[src/rtl/uart_rx_fifo_pkg.sv]
// Shared constants for the UART receive path and the 68000 bus register decode.
// The bus decoder imports the same addresses so both sides agree on the register map.
package uart_rx_fifo_pkg;

  localparam int RX_FIFO_DEPTH_LOG2 = 4;
  localparam int UART_BYTE_W        = 8;

  // Word offsets within the UART register window
  localparam logic [3:0] BUS_ADDR_RX_DATA  = 4'h0;
  localparam logic [3:0] BUS_ADDR_RXF_STAT = 4'h2;
  localparam logic [3:0] BUS_ADDR_TX_STAT  = 4'h4;

endpackage

[src/rtl/uart_rx_fifo_mem.sv]
// Byte storage for the receive FIFO: simple dual-port RAM, synchronous write,
// registered read with enable so the output holds while the FIFO is empty.
module uart_rx_fifo_mem #(
  parameter int AW = 4,
  parameter int DW = 8
) (
  input  logic          clk_i,
  input  logic          rst_n_i,
  input  logic          we_i,
  input  logic [AW-1:0] waddr_i,
  input  logic [DW-1:0] wdata_i,
  input  logic          re_i,
  input  logic [AW-1:0] raddr_i,
  output logic [DW-1:0] rdata_o
);

  logic [DW-1:0] mem_q [2**AW];
  logic [DW-1:0] rdata_q;

  always_ff @(posedge clk_i) begin
    if (we_i) begin
      mem_q[waddr_i] <= wdata_i;
    end
  end

  always_ff @(posedge clk_i) begin
    if (!rst_n_i) begin
      rdata_q <= '0;
    end else if (re_i) begin
      rdata_q <= mem_q[raddr_i];
    end
  end

  assign rdata_o = rdata_q;

endmodule

[src/rtl/uart_rx_fifo.sv]
// Receive FIFO between the UART byte strobe and the CPU RX data register; pops on the
// falling edge of rd_req. Optional rts_n hysteresis flow control under RX_FIFO_HWFLOW_EN.
module uart_rx_fifo
  import uart_rx_fifo_pkg::*;
#(
  parameter int DEPTH_LOG2 = RX_FIFO_DEPTH_LOG2,
  parameter int RTS_HI     = 12,
  parameter int RTS_LO     = 4
) (
  input  logic                  clk12,
  input  logic                  RSTn,
  input  logic                  wr_dv,
  input  logic [UART_BYTE_W-1:0] wr_data,
  input  logic                  rd_req,
  output logic [UART_BYTE_W-1:0] rd_data,
  output logic                  rxf_n,
  output logic [DEPTH_LOG2:0]   level,
  output logic                  ovf,
  input  logic                  ovf_clr,
  output logic                  rts_n
);

  localparam logic [DEPTH_LOG2:0] PTR_ONE = 1;

  if (RTS_LO >= RTS_HI || RTS_HI > (1 << DEPTH_LOG2)) begin : g_bad_rts_cfg
    $error("uart_rx_fifo: RTS_LO must be below RTS_HI and RTS_HI must not exceed the depth");
  end

  logic [DEPTH_LOG2:0] wr_ptr_q, wr_ptr_d;
  logic [DEPTH_LOG2:0] rd_ptr_q, rd_ptr_d;
  logic                rd_req_q;
  logic                rxf_n_q, rxf_n_d;
  logic                ovf_q, ovf_d;
  logic                empty, full, pop, push, rd_en;

  assign empty = (wr_ptr_q == rd_ptr_q);
  assign full  = (wr_ptr_q[DEPTH_LOG2] != rd_ptr_q[DEPTH_LOG2]) &&
                 (wr_ptr_q[DEPTH_LOG2-1:0] == rd_ptr_q[DEPTH_LOG2-1:0]);
  // End of the bus read cycle; a long access still yields a single pop
  assign pop   = rd_req_q & ~rd_req & ~empty;
  assign push  = wr_dv & (~full | pop);

  always_comb begin
    wr_ptr_d = wr_ptr_q;
    rd_ptr_d = rd_ptr_q;
    ovf_d    = ovf_q;
    if (push) wr_ptr_d = wr_ptr_q + PTR_ONE;
    if (pop)  rd_ptr_d = rd_ptr_q + PTR_ONE;
    if (wr_dv && full && !pop) begin
      ovf_d = 1'b1;
    end else if (ovf_clr) begin
      ovf_d = 1'b0;
    end
  end

  // Status follows the read register: only bytes already in RAM count as readable,
  // so rxf_n and rd_data always move together.
  assign rxf_n_d = (wr_ptr_q == rd_ptr_d);
  assign rd_en   = ~rxf_n_d;

  always_ff @(posedge clk12) begin
    if (!RSTn) begin
      wr_ptr_q <= '0;
      rd_ptr_q <= '0;
      rd_req_q <= 1'b0;
      rxf_n_q  <= 1'b1;
      ovf_q    <= 1'b0;
    end else begin
      wr_ptr_q <= wr_ptr_d;
      rd_ptr_q <= rd_ptr_d;
      rd_req_q <= rd_req;
      rxf_n_q  <= rxf_n_d;
      ovf_q    <= ovf_d;
    end
  end

  uart_rx_fifo_mem #(
    .AW (DEPTH_LOG2),
    .DW (UART_BYTE_W)
  ) u_mem (
    .clk_i   (clk12),
    .rst_n_i (RSTn),
    .we_i    (push & RSTn),
    .waddr_i (wr_ptr_q[DEPTH_LOG2-1:0]),
    .wdata_i (wr_data),
    .re_i    (rd_en),
    .raddr_i (rd_ptr_d[DEPTH_LOG2-1:0]),
    .rdata_o (rd_data)
  );

  assign rxf_n = rxf_n_q;
  assign level = wr_ptr_q - rd_ptr_q;
  assign ovf   = ovf_q;

`ifdef RX_FIFO_HWFLOW_EN
  localparam logic [DEPTH_LOG2:0] RTS_HI_L = RTS_HI[DEPTH_LOG2:0];
  localparam logic [DEPTH_LOG2:0] RTS_LO_L = RTS_LO[DEPTH_LOG2:0];

  logic                rts_n_q, rts_n_d;
  logic [DEPTH_LOG2:0] level_d;

  assign level_d = wr_ptr_d - rd_ptr_d;

  always_comb begin
    rts_n_d = rts_n_q;
    if (level_d >= RTS_HI_L) begin
      rts_n_d = 1'b1;
    end else if (level_d <= RTS_LO_L) begin
      rts_n_d = 1'b0;
    end
  end

  always_ff @(posedge clk12) begin
    if (!RSTn) begin
      rts_n_q <= 1'b0;
    end else begin
      rts_n_q <= rts_n_d;
    end
  end

  assign rts_n = rts_n_q;
`else
  assign rts_n = 1'b0;
`endif

endmodule
[config.mk]
export PLATFORM = sky130hd
export DESIGN_NAME = uart_rx_fifo
export DESIGN_NICKNAME = d
export VERILOG_FILES = /design/src/rtl/uart_rx_fifo_pkg.sv /design/src/rtl/uart_rx_fifo_mem.sv /design/src/rtl/uart_rx_fifo.sv
export SDC_FILE = /design/constraint.sdc
export NUM_CORES = 1
export LEC_CHECK = 0
export BUFFER_PORTS_ARGS = -buffer_cell sky130_fd_sc_hd__buf_2
export CORE_MARGIN = 4
export CORE_UTILIZATION = 55
export DETAILED_ROUTE_END_ITERATION = 16
export GPL_TIMING_DRIVEN = 1
export PLACE_DENSITY = 0.74
export SLEW_MARGIN = 10
export SYNTH_ARGS = -nofsm -noshare
export SYNTH_HDL_FRONTEND = slang
export SYNTH_SLANG_ARGS = --single-unit
[constraint.sdc]
create_clock -name clk12 -period 5.4 [get_ports clk12]
set_input_delay 0.27 -clock clk12 [delete_from_list [all_inputs] [get_ports clk12]]
set_output_delay 0.27 -clock clk12 [all_outputs]
set_load 0.02 [all_outputs]
==> results.tsv <==
stage	metric	value	unit
worst_setup_path	crit path DAT	4.12	ns
drt	routed len/inst	20.8	um
worst_setup_path	Crit. End Element	flop	
cells_and_area	fin util	64.6	%
drt	DR iter-0 viols	448	
drt	drt first pass iters	5	
synthesis	Post-synth top cells	edfxtp_1, nand2_1, nand3_1	
clock_tree	Max clock buf depth	2	
worst_setup_path	Cell Chain, Critical Path	ha_1 -> and4_4 -> a211oi_2 -> xnor2_1 -> nor2b_1 -> a32oi_1 -> nand3_1 -> a31oi_1	
die	core area	11000	um^2
drt	post-route antenna net violation count	0	
worst_hold_path	min-delay worst type	input pin to flop	
worst_setup_path	critical path's slowest cell	nor2b_1	
clock_tree	cts bufs inserted	17	
pwr	clock network power share	44.0	%
clock_tree	cts repair resizes	0	
synthesis	#FFs+latches synth	149	
pwr	Pint	0.00205	W
pwr	PnR Total Power	0.00265	W
synthesis	Avg Cell Area, Syn	12.9	um^2
die	die height	115	um
clock_tree	Root Driver	clkbuf_16	
worst_setup_path	WS Path Type	flop to flop	
grt	first-pass GRT wire length	21300	um
placed_design	port bufs	27	
worst_setup_path	R2R Path Start	rd_ptr_q[0]$_SDFF_PN0_	
cells_and_area	Post-Layout Cell Count	662	
synthesis	top cells by area, synth	edfxtp_1, dfxtp_1, nand2_1, nand3_1, xnor2_1	
cells_and_area	# diodes	0	
worst_setup_path	worst path bufs/invs	0	
pwr	PD cells	372	nW/um^2
worst_setup_path	Critical Path Start Type	flop	
clock_tree	Worst-path clk slew	0.06	ns
cells_and_area	fraction of layout cells with a size suffix above 1	15.9	%
worst_setup_path	CP Launch Point	rd_ptr_q[0]$_SDFF_PN0_	
grt	largest net degree at the start of global routing	57	
worst_setup_path	CP max stage delay	1.08	ns
worst_setup_path	worst r2r dst	u_mem.rdata_o[2]$_SDFFE_PN0P_	
grt	GRT Residual Overflow	0	
grt	antenna violations before repair	0	
outcome	outcome	complete, no violations	
drt	drt total wl	13800	um
sta	Achievable Freq	259	MHz
pwr	Psw	0.000599	W
synthesis	Post-synth EDFFs	128	
die	Initial Util	57.2	%
worst_setup_path	CP Max Fanout	15	
synthesis	Syn Std Cell Area	6310	um^2
synthesis	cells after synthesis	487	
worst_setup_path	Worst path depth	8	
grt	GRT Total Usage	21.9	%
synthesis	Syn. warnings	0	
pwr	Net Sw Frac	22.6	%
sta	Layout Skew	0.00977	ns
pwr	part of the power in registers	48.6	%
worst_setup_path	reg2reg path depth	8	
clock_tree	Worst-Skew Late Latency	0.42	ns
sta	Final Hold Fails	0	
synthesis	top_reg_cell synth	edfxtp_1	
clock_tree	clk sinks	149	
drt	DR vias/cell	6.11	
clock_tree	CTS tree	yes	
pwr	leak pwr	2.47	nW
job	max_cap viols	0	
sta	post-route clock period utilization	71.4	%
placed_design	DPL Wire Length	8880	um
sta	# setup viols final	0	
clock_tree	Hold Buf Count CTS	0	
synthesis	Synth async-reset ratio	0	%
die	Top-Level Pins	29	
cells_and_area	final net count	532	
synthesis	count leader, synth	edfxtp_1	
worst_setup_path	R2R Setup Slk	1.55	ns
worst_setup_path	CP endpoint	u_mem.rdata_o[2]$_SDFFE_PN0P_	
sta	worst-margin pin slew	1.31	ns
worst_setup_path	Worst Path Required	5.67	ns
drt	DR vias	4046	
synthesis	Distinct cells, synth	54	
sta	min cycle time layout	3.85	ns
pwr	VDD IR max	206	uV
sta	Final Slew Violations	0	
cells_and_area	synthesis-to-layout area growth	13.0	%
drt	residual DRC count	0	
sta	max_slew headroom	12.7	%
clock_tree	post-CTS setup buffers	0	
placed_design	Cells after DPL	630	
grt	vias in the first global route	3888	
worst_setup_path	Top delay family on crit path	simple AND/OR/NAND/NOR gates	
synthesis	most area-hungry cell type in the Yosys netlist	edfxtp_1	
die	die area	13200	um^2
pwr	Comb pwr share	7.4	%
die	die width	115	um
synthesis	Syn Nets	510	
synthesis	sequential element share of the synthesized area	67.6	%
sta	TNS Setup	0	ns
synthesis	Yosys top cell area share	61.0	%
clock_tree	H-Tree Depth	4	
die	row count	38	
sta	final hold slack	0.0681	ns
placed_design	RePlAce Congestion	0.878	
sta	unrepaired setup endpoints after global routing	no	
==> placed cells by master (no fill, tap or decap), types with 2 or more instances in the layout <==
| cell | instances |
|---|---|
| inv_1 | 13 |
| o21ai_0 | 9 |
| xnor2_1 | 14 |
| buf_4 | 5 |
| nand2b_1 | 3 |
| edfxtp_1 | 128 |
| nand4_1 | 8 |
| clkinvlp_4 | 5 |
| a21o_1 | 2 |
| o2bb2ai_1 | 2 |
| a21oi_1 | 3 |
| mux2i_1 | 9 |
| a22oi_1 | 2 |
| nor3_2 | 2 |
| a31oi_1 | 15 |
| and2_1 | 8 |
| nor2_1 | 17 |
| nor2b_1 | 7 |
| nand3_1 | 45 |
| buf_2 | 27 |
| bufinv_16 | 3 |
| clkinv_1 | 2 |
| a32oi_1 | 6 |
| o2111ai_1 | 3 |
| clkbuf_16 | 17 |
| nor3b_1 | 2 |
| nand2_1 | 97 |
| o221a_2 | 6 |
| nor3_1 | 2 |
| ha_1 | 9 |
| dfxtp_1 | 21 |
| clkinv_2 | 4 |
==> cell type report <==
type | instances | area (um^2)
well taps | 140 | 175
clock inverters | 15 | 164
inverters | 13 | 48.8
multi-input cells | 296 | 1880
repair buffers | 32 | 173
clock buffers | 17 | 425
fillers | 826 | 3900
flip-flops and latches | 149 | 4260
==> registers in the layout (all words and copies together), names as in the netlist <==
register	cells
u_mem.mem_q	128
u_mem.rdata_o	8
rd_ptr_q	5
wr_ptr_q	5
ovf	1
rd_req_q	1
rxf_n	1
==> logic make-up after synthesis <==
group,share of synthesized area [%]
AO/OA/AOI/OAI,7.04
XOR/XNOR,3.10
adder cells (fa/ha/maj),2.10
buffers and inverters,3.25
flip-flops,67.6
multiplexers,2.74
other,0.0595
AND/OR/NAND/NOR,14.1
==> metal layers <==
layer	track usage, %	up-vias	routed length [um]
met5	0	-	0
met4	10.0	0	336
met3	5.05	30	1060
met2	35.1	195	6790
met1	28.5	2002	5620
li1	-	1819	-
==> power groups by stage <==
stage,clock network [W],registers [W],logic (W)
3_3_place_gp,0,0.00131,0.000190
4_1_cts,0.00117,0.00129,0.000196
6_report,0.00117,0.00129,0.000195
2_1_floorplan,0,0.00132,0.000121
3_5_place_dp,0,0.00131,0.000195
5_1_grt,0.00123,0.00129,0.000213
==> stage by stage <==
stage / cell area [um^2] / setup WS (ns)
CTS: 7120 / 1.57
floorplan: 6310 / 2.33
finish: 7130 / 1.55
global route: 7130 / 1.40
global placement: 6530 / 1.74
detailed placement: 6530 / 1.63
==> worst min-delay path by stage <==
stage	cells after the start	to	slack, ns	startpoint
after global routing	2	rd_req_q$_SDFF_PN0_	0.08	rd_req
after floorplan	0	u_mem.mem_q[0][0]$_DFFE_PP_	0.37	wr_data[0]
after global placement	2	rd_req_q$_SDFF_PN0_	0.49	rd_req
after detailed placement	2	rd_req_q$_SDFF_PN0_	0.49	rd_req
final	2	rd_req_q$_SDFF_PN0_	0.07	rd_req
after CTS	2	rd_req_q$_SDFF_PN0_	0.07	rd_req
Note: power is estimated with default switching activity, not from simulation.
